<file path="config.mk">
export PLATFORM = sky130hd
export DESIGN_NAME = key_debounce_flat
export DESIGN_NICKNAME = d
export VERILOG_FILES = /design/src/rtl/key_debounce_pkg.sv /design/src/rtl/key_debounce_if.sv /design/src/rtl/key_debounce_key_filter.sv /design/src/rtl/key_debounce.sv /design/src/flat_wrapper.sv
export SDC_FILE = /design/constraint.sdc
export NUM_CORES = 1
export LEC_CHECK = 0
export ABC_AREA = 0
export BUFFER_PORTS_ARGS = -buffer_cell sky130_fd_sc_hd__clkbuf_2
export CAP_MARGIN = 20
export CORE_MARGIN = 4
export CORE_UTILIZATION = 48
export DETAILED_ROUTE_END_ITERATION = 6
export PLACE_DENSITY = 0.68
export SYNTH_ARGS = -nofsm -noshare
export SYNTH_HDL_FRONTEND = slang
export SYNTH_SLANG_ARGS = --single-unit
</file>
<file path="constraint.sdc">
create_clock -name i_clk -period 1.65 [get_ports i_clk]
set_input_delay 0.0825 -clock i_clk [delete_from_list [all_inputs] [get_ports i_clk]]
set_output_delay 0.0825 -clock i_clk [all_outputs]
set_load 0.05 [all_outputs]
</file>
<file path="src/rtl/key_debounce_pkg.sv">
// Shared constants, direction encodings and helpers for the key debouncer
// and the snake control logic that consumes its direction output.
package key_debounce_pkg;

    localparam int DEF_N_KEYS     = 4;
    localparam int DEF_STABLE_CNT = 5;
    localparam int DEF_CNT_W      = 3;

    typedef enum logic [1:0] {
        DIR_UP    = 2'd0,
        DIR_DOWN  = 2'd1,
        DIR_LEFT  = 2'd2,
        DIR_RIGHT = 2'd3
    } dir_e;

    // Lowest set bit index of a vector, truncated to a direction code; 0 wins ties.
    function automatic logic [1:0] first_set(input logic [31:0] vec);
        logic [1:0] idx;
        idx = 2'd0;
        for (int i = 31; i >= 0; i--) begin
            idx = vec[i] ? 2'(i) : idx;
        end
        return idx;
    endfunction

endpackage

</file>
<file path="src/rtl/key_debounce_if.sv">
// Key/slow-clock inputs and debounced outputs between the key source and the
// debouncer; the debouncer sits on the slave modport.
interface key_debounce_if
    import key_debounce_pkg::*;
#(
    parameter int N_KEYS = DEF_N_KEYS
);
    logic              clk_2ms;
    logic [N_KEYS-1:0] key_in;
    logic [N_KEYS-1:0] key_state;
    logic [N_KEYS-1:0] key_pulse;
    logic [1:0]        dir_code;
    logic              dir_valid;

    modport master (
        output clk_2ms,
        output key_in,
        input  key_state,
        input  key_pulse,
        input  dir_code,
        input  dir_valid
    );

    modport slave (
        input  clk_2ms,
        input  key_in,
        output key_state,
        output key_pulse,
        output dir_code,
        output dir_valid
    );
endinterface

</file>
<file path="src/rtl/key_debounce_key_filter.sv">
// Single-key debounce: 2-FF synchronizer, consecutive-difference counter,
// accepted level and registered press pulse.
module key_filter
    import key_debounce_pkg::*;
#(
    parameter int STABLE_CNT = DEF_STABLE_CNT,
    parameter int CNT_W      = DEF_CNT_W
) (
    input  logic i_clk,
    input  logic i_rst_n,
    input  logic i_tick,
    input  logic i_key_raw,
    output logic o_state,
    output logic o_pulse
);

    localparam logic [CNT_W-1:0] LAST_CNT = CNT_W'(STABLE_CNT - 1);

    logic [1:0]       r_sync;
    logic [CNT_W-1:0] r_cnt;
    logic             r_state;
    logic             r_pulse;

    logic             w_key_sync;
    logic             w_differs;
    logic             w_accept;

    assign w_key_sync = r_sync[1];
    assign w_differs  = w_key_sync ^ r_state;
    // The increment that would reach STABLE_CNT flips the level instead.
    assign w_accept   = i_tick & w_differs & (r_cnt == LAST_CNT);

    // Bring the raw key level into the clk domain.
    always_ff @(posedge i_clk or negedge i_rst_n) begin
        if (!i_rst_n) begin
            r_sync <= 2'b00;
        end else begin
            r_sync <= {r_sync[0], i_key_raw};
        end
    end

    // Count differing samples on ticks, accept the new level, flag presses.
    always_ff @(posedge i_clk or negedge i_rst_n) begin
        if (!i_rst_n) begin
            r_cnt   <= {CNT_W{1'b0}};
            r_state <= 1'b0;
            r_pulse <= 1'b0;
        end else begin
            r_pulse <= w_accept & ~r_state;
            if (!i_tick) begin
                r_cnt   <= r_cnt;
                r_state <= r_state;
            end else if (!w_differs) begin
                r_cnt   <= {CNT_W{1'b0}};
                r_state <= r_state;
            end else if (w_accept) begin
                r_cnt   <= {CNT_W{1'b0}};
                r_state <= ~r_state;
            end else begin
                r_cnt   <= r_cnt + CNT_W'(1);
                r_state <= r_state;
            end
        end
    end

    assign o_state = r_state;
    assign o_pulse = r_pulse;

endmodule

</file>
<file path="src/rtl/key_debounce.sv">
// Key debouncer top: slow-clock tick generation, per-key filters and the
// last-pressed direction register.
module key_debounce
    import key_debounce_pkg::*;
#(
    parameter int N_KEYS     = DEF_N_KEYS,
    parameter int STABLE_CNT = DEF_STABLE_CNT,
    parameter int CNT_W      = DEF_CNT_W
) (
    input  logic           i_clk,
    input  logic           i_rst_n,
    key_debounce_if.slave  bus
);

    logic [1:0]        r_clk_sync;
    logic              r_clk_prev;
    logic              r_armed;
    logic              r_tick;
    dir_e              r_dir_code;
    logic              r_dir_valid;

    logic              w_clk_rise;
    logic [N_KEYS-1:0] w_state;
    logic [N_KEYS-1:0] w_pulse;

    assign w_clk_rise = r_clk_sync[1] & ~r_clk_prev;

    // Synchronize the slow clock and emit one tick per rising edge; the first
    // edge after reset only arms the detector so a level already high at
    // release cannot masquerade as an edge.
    always_ff @(posedge i_clk or negedge i_rst_n) begin
        if (!i_rst_n) begin
            r_clk_sync <= 2'b00;
            r_clk_prev <= 1'b0;
            r_armed    <= 1'b0;
            r_tick     <= 1'b0;
        end else begin
            r_clk_sync <= {r_clk_sync[0], bus.clk_2ms};
            r_clk_prev <= r_clk_sync[1];
            r_armed    <= r_armed | w_clk_rise;
            r_tick     <= w_clk_rise & r_armed;
        end
    end

    for (genvar g = 0; g < N_KEYS; g++) begin : g_key
        key_filter #(
            .STABLE_CNT (STABLE_CNT),
            .CNT_W      (CNT_W)
        ) u_filter (
            .i_clk     (i_clk),
            .i_rst_n   (i_rst_n),
            .i_tick    (r_tick),
            .i_key_raw (bus.key_in[g]),
            .o_state   (w_state[g]),
            .o_pulse   (w_pulse[g])
        );
    end

    // Remember the most recent press; lowest index wins simultaneous presses.
    always_ff @(posedge i_clk or negedge i_rst_n) begin
        if (!i_rst_n) begin
            r_dir_code  <= DIR_UP;
            r_dir_valid <= 1'b0;
        end else if (|w_pulse) begin
            r_dir_code  <= dir_e'(first_set(32'(w_pulse)));
            r_dir_valid <= 1'b1;
        end else begin
            r_dir_code  <= r_dir_code;
            r_dir_valid <= r_dir_valid;
        end
    end

    assign bus.key_state = w_state;
    assign bus.key_pulse = w_pulse;
    assign bus.dir_code  = r_dir_code;
    assign bus.dir_valid = r_dir_valid;

endmodule
</file>
<file path="src/flat_wrapper.sv">
// flat-port wrapper written by rule: the top's interface ports become plain ports
module key_debounce_flat import key_debounce_pkg::*;
#(
    parameter int N_KEYS     = DEF_N_KEYS,
    parameter int STABLE_CNT = DEF_STABLE_CNT,
    parameter int CNT_W      = DEF_CNT_W
)
  (i_clk, i_rst_n, bus_clk_2ms, bus_key_in, bus_key_state, bus_key_pulse, bus_dir_code, bus_dir_valid);
  key_debounce_if #(.N_KEYS(N_KEYS)) bus_i ();
  input  logic i_clk;
  input  logic i_rst_n;
  input wire logic [$bits(bus_i.clk_2ms)-1:0] bus_clk_2ms;
  input wire logic [$bits(bus_i.key_in)-1:0] bus_key_in;
  output wire logic [$bits(bus_i.key_state)-1:0] bus_key_state;
  output wire logic [$bits(bus_i.key_pulse)-1:0] bus_key_pulse;
  output wire logic [$bits(bus_i.dir_code)-1:0] bus_dir_code;
  output wire logic [$bits(bus_i.dir_valid)-1:0] bus_dir_valid;
  assign bus_i.clk_2ms = bus_clk_2ms;
  assign bus_i.key_in = bus_key_in;
  assign bus_key_state = bus_i.key_state;
  assign bus_key_pulse = bus_i.key_pulse;
  assign bus_dir_code = bus_i.dir_code;
  assign bus_dir_valid = bus_i.dir_valid;
  key_debounce #(.N_KEYS(N_KEYS), .STABLE_CNT(STABLE_CNT), .CNT_W(CNT_W)) u_core (.i_clk(i_clk), .i_rst_n(i_rst_n), .bus(bus_i));
endmodule
</file>
==> qor.yml <==
tns_ns: 0
ys_ff_latch: 36
areaGrowthSynthToFinish_pct: 11.9
core_area_um2: 3050
cp_data_required_time_ns: 1.88
place_congestion: 0.667
die_h_um: 64.4
maxSlewHeadroom: 0.529
path_max_fanout: 25
ys_warn_count: 0
hold_class: "primary input to async pin"
htree_levels: 2
pin_count: 18
n_fill_cell: 288
syn_inst: 126
clock-sinks: 36
syn-cell-area_um2: 1530
drtIter0Drc: 69
grt-ovfl-total: 0
path_class: "flop to flop"
end_kind: "flop"
cts_tree: "done"
worst_pin_slew_ns: 0.707
placed_cell_area_um2: 1580
rrSetupSlack_ns: 0.20
antenna_found_initial: 0
cts_buffers: 5
num_vias: 963
setup_ws_ns: 0.198
hold_viol_final: 0
p_leak_nw: 0.825
rsz0062_at_grt: "false"
path_buf_inv: 0
crit_family: "flip-flops"
fmax_mhz: 689
drv_cap: 0
ys_types: 28
place_ws_ns: 0.246
grt_pass1_vias: 923
start_util: 0.500
clockBufferDepth: 2
peakVddDrop_uv: 795
maxSlewViolCount: 0
portBuffers: 17
nets: 161
outcome: "completed"
clk_pin_slew_ns: 0.10
antennaDiodeCount: 0
grt_max_degree: 37
worst_path_max_delay_cell: "dfrtp_1"
detail-route-antenna-nets: 0
ys_seq_area_frac: 0.590
worstPathArrival_ns: 1.68
syn_area_per_cell_um2: 12.1
grt_usage: 0.134
first_pass_iters: 4
place_hpwl_mm: 1.57
worstPathCellList: "nand3_1, mux2_2"
syn_nets: 141
wl_per_cell_um: 12.3
setup_violations: 0
grt_pass1_wl_mm: 4.20
final_area_um2: 1710
routed_wl_mm: 2.34
start_kind: "flop"
min_period_ns: 1.45
clock_latency_ns: 0.34
fin_crit_sh: 0.880
layout-drive-gt1-share: 0.199
dieArea_um2: 4150
routed_via_density: 5.07
max_stage_delay_ns: 0.81
cts_root_buf: "clkbuf_4"
rows: 20
drc: 0
die_x_um: 64.4
p_per_area_nw_per_um2: 1530
finClkSkew_ns: 0.00860
hold_slack_ns: 0.298
## report_power, final
| group | internal, W | switching (W) | total [W] |
|---|---|---|---|
| logic | 0.000309 | 0.000544 | 0.000853 |
| clock network | 0.000241 | 0.000270 | 0.000511 |
| registers | 0.00108 | 0.000168 | 0.00125 |
## cells in the final DEF (no fill, tap or decap), drive strengths merged
cell type     n
dfrtp        36
clkbuf       24
inv          11
o21ai        10
nand3         9
ha            8
dlygate4sd3   6
nand2         5
nor3b         4
xor2          4
a22o          4
mux2          4
or2b          3
nand3b        3
nand4         3
a21oi         2
a21o          1
and3          1
nor2          1
nor3          1
nand2b        1
o22ai         1
o31a          1
mux2i         1
o21bai        1
buf           1
## worst register-to-register path: stages, from the launching register on
cell     delay [ns]
dfrtp_1        0.81
nand3_1        0.22
mux2_2         0.32
## logic make-up (layout without fill, tap and decap cells)
logic type | count (synthesis) | after routing | share of synthesized area
multiplexers | 5 | 5 | 0.0360
AND/OR/NAND/NOR | 31 | 31 | 0.117
XOR/XNOR | 4 | 4 | 0.0229
AO/OA/AOI/OAI | 20 | 20 | 0.0819
adder cells (fa/ha/maj) | 8 | 8 | 0.0655
flip-flops | 36 | 36 | 0.590
buffers and inverters | 22 | 42 | 0.0868
## synthesized netlist by cell type, drive strengths merged
library cell / number / share of area
a21oi: 2 / 0.0066
nand2: 5 / 0.012
nor2: 1 / 0.0025
a21o: 1 / 0.0049
inv: 11 / 0.027
nor3b: 4 / 0.020
dfrtp: 36 / 0.59
or2b: 3 / 0.015
o21ai: 10 / 0.033
o31a: 1 / 0.0057
nor3: 1 / 0.0033
buf: 11 / 0.060
nand3b: 3 / 0.015
ha: 8 / 0.066
a22o: 4 / 0.023
o22ai: 1 / 0.0041
and3: 1 / 0.0041
nand4: 3 / 0.012
mux2: 4 / 0.029
nand3: 9 / 0.029
xor2: 4 / 0.023
nand2b: 1 / 0.0041
o21bai: 1 / 0.0049
mux2i: 1 / 0.0066
## flip-flops by register name, summed over array words and instances, names as in the netlist
name                           count
u_core.bus.dir_code                2
u_core.bus.dir_valid               1
u_core.g_key.u_filter.o_pulse      4
u_core.g_key.u_filter.o_state      4
u_core.g_key.u_filter.r_cnt       12
u_core.g_key.u_filter.r_sync       8
u_core.r_armed                     1
u_core.r_clk_prev                  1
u_core.r_clk_sync                  2
u_core.r_tick                      1
## what timing repair did
item | CTS | global route
hold buffers | 6 | 0
hold endpoints to repair | 41 | 0
setup buffers | 0 | 0
gates resized for setup | 0 | 0
## final cells by class
class	instances	area (um2)	area share
clock buffers	7	65.1	0.0381
inverters	11	41.3	0.0242
multi-input cells	68	494	0.289
flip-flops and latches	36	901	0.527
well taps	44	55.1	0.0322
repair buffers	24	153	0.0893
## per-stage QoR
stage / utilization / total power [W] / instances
floorplan: - / 0.00195 / 126
global placement: 0.519 / 0.00206 / 177
detailed placement: 0.519 / 0.00211 / 177
CTS: 0.560 / 0.00264 / 190
global route: 0.560 / 0.00281 / 190
finish: 0.560 / 0.00262 / 190
## metal layers
layer	vias to the layer above	routed length [um]	track usage
met2	23	1160	0.205
li1	457	-	-
met3	5	139	0.0624
met4	0	34	0.0475
met1	478	1000	0.168
met5	-	0	0
## final timing paths
| kind | startpoint | to | depth (start not counted) |
|---|---|---|---|
| min in group i_clk | u_core.g_key[2].u_filter.r_sync[0]$_DFF_PN0_ | u_core.g_key[2].u_filter.r_sync[1]$_DFF_PN0_ | 0 |
| worst max register to register | u_core.r_tick$_DFF_PN0_ | u_core.g_key[0].u_filter.o_state$_DFFE_PN0P_ | 2 |
| worst max-delay path | u_core.r_tick$_DFF_PN0_ | u_core.g_key[0].u_filter.o_state$_DFFE_PN0P_ | 2 |
| worst min register to register | u_core.g_key[2].u_filter.r_sync[0]$_DFF_PN0_ | u_core.g_key[2].u_filter.r_sync[1]$_DFF_PN0_ | 0 |
| worst min-delay path | i_rst_n | u_core.g_key[2].u_filter.o_state$_DFFE_PN0P_ | 3 |
| max in group asynchronous | i_rst_n | u_core.r_armed$_DFF_PN0_ | 3 |
(Power assumes the default switching activity.)
